File: config.mk
export PLATFORM = sky130hd
export DESIGN_NAME = sdram_arbiter
export DESIGN_NICKNAME = d
export VERILOG_FILES = /design/src/rtl/sdram_arbiter.sv
export SDC_FILE = /design/constraint.sdc
export NUM_CORES = 1
export LEC_CHECK = 0
export CAP_MARGIN = 20
export CORE_MARGIN = 2
export CORE_UTILIZATION = 35
export DETAILED_ROUTE_END_ITERATION = 8
export GPL_ROUTABILITY_DRIVEN = 1
export PLACE_DENSITY = 0.76
export SLEW_MARGIN = 10
export SYNTH_ARGS = -nofsm -noshare
export SYNTH_HDL_FRONTEND = slang
export SYNTH_SLANG_ARGS = --single-unit
export TNS_END_PERCENT = 1
File: constraint.sdc
create_clock -name Clk -period 3.4 [get_ports Clk]
set_input_delay 0.68 -clock Clk [delete_from_list [all_inputs] [get_ports Clk]]
set_output_delay 0.68 -clock Clk [all_outputs]
set_load 0.01 [all_outputs]
File: src/rtl/sdram_arbiter.sv
// SDRAM master arbiter: display line-refill bursts have absolute priority,
// the drawing engine (client 0) and CPU (client 1) share the rest round-robin.
module sdram_arbiter #(
  parameter int BURST_LEN = 640,
  parameter int AW = 25,
  parameter int DW = 32
) (
  input  logic          Clk,
  input  logic          Reset,
  input  logic          disp_req,
  input  logic [AW-1:0] disp_addr,
  output logic          disp_valid,
  output logic [DW-1:0] disp_data,
  output logic          disp_done,
  output logic          burst_err,
  input  logic [1:0]    c_req,
  input  logic [1:0]    c_we,
  input  logic [AW-1:0] c_addr0,
  input  logic [AW-1:0] c_addr1,
  input  logic [DW-1:0] c_wdata0,
  input  logic [DW-1:0] c_wdata1,
  output logic [1:0]    c_ack,
  output logic [DW-1:0] c_rdata,
  output logic          mm_read_req,
  output logic          mm_write_req,
  output logic          mm_burst_req,
  output logic [AW-1:0] mm_address,
  output logic [DW-1:0] mm_write_data,
  input  logic          mm_ready,
  input  logic          mm_burst_finished,
  input  logic [DW-1:0] mm_data
);

  typedef enum logic [1:0] {
    IDLE,
    BURST,
    SINGLE
  } state_t;

  state_t        state_q;
  logic          rr_last_q;
  logic          gnt_q;
  logic          we_q;
  logic [AW-1:0] addr_q;
  logic [DW-1:0] wdata_q;
  logic [10:0]   beat_cnt_q;
  logic          burst_err_q;
  logic [1:0]    c_ack_q;
  logic [DW-1:0] c_rdata_q;
  logic          disp_done_q;

  logic          gnt_d;
  logic [10:0]   beat_cnt_d;
  logic [11:0]   beat_total;

  // With both clients asking, the one not served last time wins.
  always_comb begin
    gnt_d = c_req[1];
    if (c_req == 2'b11) begin
      gnt_d = ~rr_last_q;
    end
  end

  assign beat_cnt_d = (beat_cnt_q == 11'h7FF) ? beat_cnt_q : beat_cnt_q + 11'd1;
  assign beat_total = {1'b0, beat_cnt_q} + 12'd1;

  always_ff @(posedge Clk or posedge Reset) begin
    if (Reset) begin
      state_q     <= IDLE;
      rr_last_q   <= 1'b1;
      gnt_q       <= 1'b0;
      we_q        <= 1'b0;
      addr_q      <= '0;
      wdata_q     <= '0;
      beat_cnt_q  <= '0;
      burst_err_q <= 1'b0;
      c_ack_q     <= '0;
      c_rdata_q   <= '0;
      disp_done_q <= 1'b0;
    end else begin
      c_ack_q     <= '0;
      disp_done_q <= 1'b0;
      case (state_q)
        IDLE: begin
          if (disp_req) begin
            state_q    <= BURST;
            addr_q     <= disp_addr;
            beat_cnt_q <= '0;
          end else if (|c_req) begin
            state_q   <= SINGLE;
            gnt_q     <= gnt_d;
            rr_last_q <= gnt_d;
            addr_q    <= gnt_d ? c_addr1 : c_addr0;
            wdata_q   <= gnt_d ? c_wdata1 : c_wdata0;
            we_q      <= c_we[gnt_d];
          end
        end
        BURST: begin
          if (mm_ready) begin
            beat_cnt_q <= beat_cnt_d;
          end
          // The finishing beat is not yet in beat_cnt_q, hence the +1.
          if (mm_burst_finished) begin
            state_q     <= IDLE;
            disp_done_q <= 1'b1;
            if (beat_total != 12'(BURST_LEN)) begin
              burst_err_q <= 1'b1;
            end
          end
        end
        SINGLE: begin
          if (mm_ready) begin
            state_q <= IDLE;
            c_ack_q <= gnt_q ? 2'b10 : 2'b01;
            if (!we_q) begin
              c_rdata_q <= mm_data;
            end
          end
        end
        default: state_q <= IDLE;
      endcase
    end
  end

  assign mm_burst_req  = (state_q == BURST);
  assign mm_write_req  = (state_q == SINGLE) && we_q;
  assign mm_read_req   = (state_q == SINGLE) && !we_q;
  assign mm_address    = addr_q;
  assign mm_write_data = wdata_q;

  assign disp_valid = (state_q == BURST) && mm_ready;
  assign disp_data  = (state_q == BURST) ? mm_data : '0;
  assign disp_done  = disp_done_q;
  assign burst_err  = burst_err_q;
  assign c_ack      = c_ack_q;
  assign c_rdata    = c_rdata_q;

endmodule

==> results.json <==
{
  "routed_wl_um": 15960,
  "cts_buffer_depth": 2,
  "drt-initial-drc-count": 209,
  "power.total_mw": 6.381,
  "die_area_mm2": 0.01636,
  "initial_utilization_pct": 35.62,
  "io_buffers": 308,
  "ant_nets": 0,
  "top_usage_layer": "met2",
  "peakVddDrop_mv": 0.2976,
  "syn_inst": 535,
  "vias": 4968,
  "cts_hold_buffers": 0,
  "finClkSkew_ps": 8.263,
  "period_share_pct": 85.72,
  "synth_nets": 716,
  "worst_setup_path_start_kind": "register",
  "final_util_pct": 59.08,
  "grt_pass1_vias": 4759,
  "p_leak_nw": 3.681,
  "tightest_slew_ps": 969.0,
  "clkSinkCount": 109,
  "gp_congestion": 0.8504,
  "cp.required_ps": 2720,
  "crit_fanout": 36,
  "die_y_um": 127.9,
  "viasPerCell": 4.861,
  "boundaryPins": 309,
  "cts_tree": "done",
  "hold_slack_ps": 477.7,
  "cts-root-buf": "clkbuf_16",
  "drv_slew": 0,
  "grt_util_met2_pct": 32.75,
  "hold_viol_final": 0,
  "clkTransAtPathRegs_ps": 70,
  "route.detailed.drc": 0,
  "post_cts_buffers": 0,
  "ys.warnings.count": 0,
  "ys_types": 43,
  "grt_pass1_wl_um": 24960,
  "ys_seq_area_share_pct": 50.77,
  "reg2regPathDepth": 7,
  "cellPowerDensity_mw_per_mm2": 715.8,
  "wire_per_inst_um": 15.62,
  "postLayoutSetupSlackWorst_ps": 485.7,
  "synth_ff_type": "dfrtp_1",
  "cap_viol_max_count": 0,
  "met3_usage_pct": 5.760,
  "die_x_um": 127.9,
  "status": "finished clean",
  "grt_max_degree": 65,
  "avgSynthCellArea_um2": 10.05,
  "cp-end-kind": "primary output",
  "path_class": "register to primary output",
  "hp-class": "register to register",
  "grt_overflow": 0,
  "final_nets": 1010,
  "drive_gt1_share_pct": 8.273,
  "antenna_cells": 0,
  "place_ws_ps": 627.7,
  "fin_crit_ps": 2914,
  "ys_ff_latch": 109,
  "async_reset_ff_share_pct": 100.0,
  "met1_usage_pct": 23.54,
  "fillCellCount": 1312,
  "fmax_mhz": 343.1,
  "htreeDepth": 3,
  "hold-path-cell-count": 2,
  "crit_arrival_ps": 2230,
  "setup_viol": 0,
  "syn2layout_area_growth_pct": 65.85,
  "fin_tns_setup_ps": 0,
  "gr-usage-all-layers_pct": 19.64,
  "rows": 45,
  "antenna_found_initial": 0,
  "hpwl_um": 12280,
  "synthesis.area_mm2": 0.005375,
  "maxSlewHeadroom_pct": 35.15,
  "core_mm2": 0.01509,
  "clk_latency_ps": 350,
  "rsz0062_at_grt": "no",
  "cts_resized": 0,
  "synth_edf_count": 0,
  "cts_buffers": 9,
  "first_pass_iters": 4
}
routing by layer:
layer,up-vias,part of all wire (%)
met3,27,8.2
met5,-,0
met2,211,49
met1,2278,40
li1,2452,-
met4,0,2.8
area by class of cell:
| class | count | area (um2) | share of cell area, % |
|---|---|---|---|
| Timing Repair Buffer | 319 | 3178 | 35.65 |
| Sequential cell | 109 | 2729 | 30.61 |
| Multi-Input combinational cell | 384 | 2470 | 27.71 |
| Tap cell | 188 | 235.2 | 2.639 |
| Clock buffer | 9 | 225.2 | 2.526 |
| Clock inverter | 7 | 51.30 | 0.5754 |
| Inverter | 6 | 26.28 | 0.2947 |
cell families (layout without fill, tap and decap cells):
group                    after synthesis  in the layout  synth area share (%)
buffers and inverters                 42            341                 3.794
AND/OR/NAND/NOR                      171            171                 16.06
AO/OA/AOI/OAI                        140            140                 15.04
multiplexers                          70             70                 13.78
XOR/XNOR                               2              2                0.3259
adder cells (fa/ha/maj)                1              1                0.2327
flip-flops                           109            109                 50.77
worst max-delay path, cell delays in order (launching register included):
cell	delay, ps
dfrtp_1	440
nand2b_1	220
inv_2	380
nand2_1	170
inv_2	110
clkdlybuf4s50_1	550
cells in the final DEF, fill, tap and decap left out, drive strengths merged, types with 20 or more instances in the layout:
master	n
a21oi	32
and2	37
o21ai	70
nand2	74
dfrtp	108
nor2b	20
mux2	32
a211oi	21
clkdlybuf4s50	308
mux2i	38
cell usage after synthesis, types with 8 or more instances:
library cell	number	area share (%)
nand3_1	8	0.74
clkbuf_1	20	1.4
o21ai_0	65	6.1
nor2_1	14	0.98
dfrtp_1	108	50
nand2_1	74	5.2
nor2b_1	20	2.3
and2_1	37	4.3
mux2_2	30	6.3
a21oi_1	31	2.9
mux2i_1	38	7.1
a211oi_1	21	2.9
buf_4	8	1.1
sequential cells by signal, indices dropped and copies added (netlist names):
| name | flops |
|---|---|
| beat_cnt_q | 11 |
| gnt_q | 1 |
| burst_err | 1 |
| mm_address | 25 |
| c_rdata | 32 |
| we_q | 1 |
| c_ack | 2 |
| state_q | 2 |
| mm_write_data | 32 |
| disp_done | 1 |
| rr_last_q | 1 |
final timing paths:
check | slack (ps) | from | to
max | 490 | state_q[1]$_DFFE_PP0P_ | disp_valid
min | 480 | mm_address[8]$_DFFE_PP0P_ | mm_address[8]$_DFFE_PP0P_
max reg2reg | 1320 | state_q[1]$_DFFE_PP0P_ | beat_cnt_q[9]$_DFFE_PP0P_
min reg2reg | 480 | mm_address[8]$_DFFE_PP0P_ | mm_address[8]$_DFFE_PP0P_
max in group asynchronous | 1860 | Reset | mm_address[19]$_DFFE_PP0P_
min in group asynchronous | 550 | Reset | c_rdata[31]$_DFFE_PP0P_
through the flow:
step,area [um2],cells
after floorplan,5379,535
after global placement,8638,1006
after detailed placement,8638,1006
after CTS,8915,1022
after global routing,8915,1022
final,8915,1022
report_power, final:
part           total [mW]  internal (mW)  leakage [nW]  switching, mW
Combinational        3.20           1.80          2.20           1.40
Clock               0.992          0.500         0.132          0.492
Sequential           2.19           1.86          1.35          0.322
Note: power is estimated with default switching activity, not from simulation.
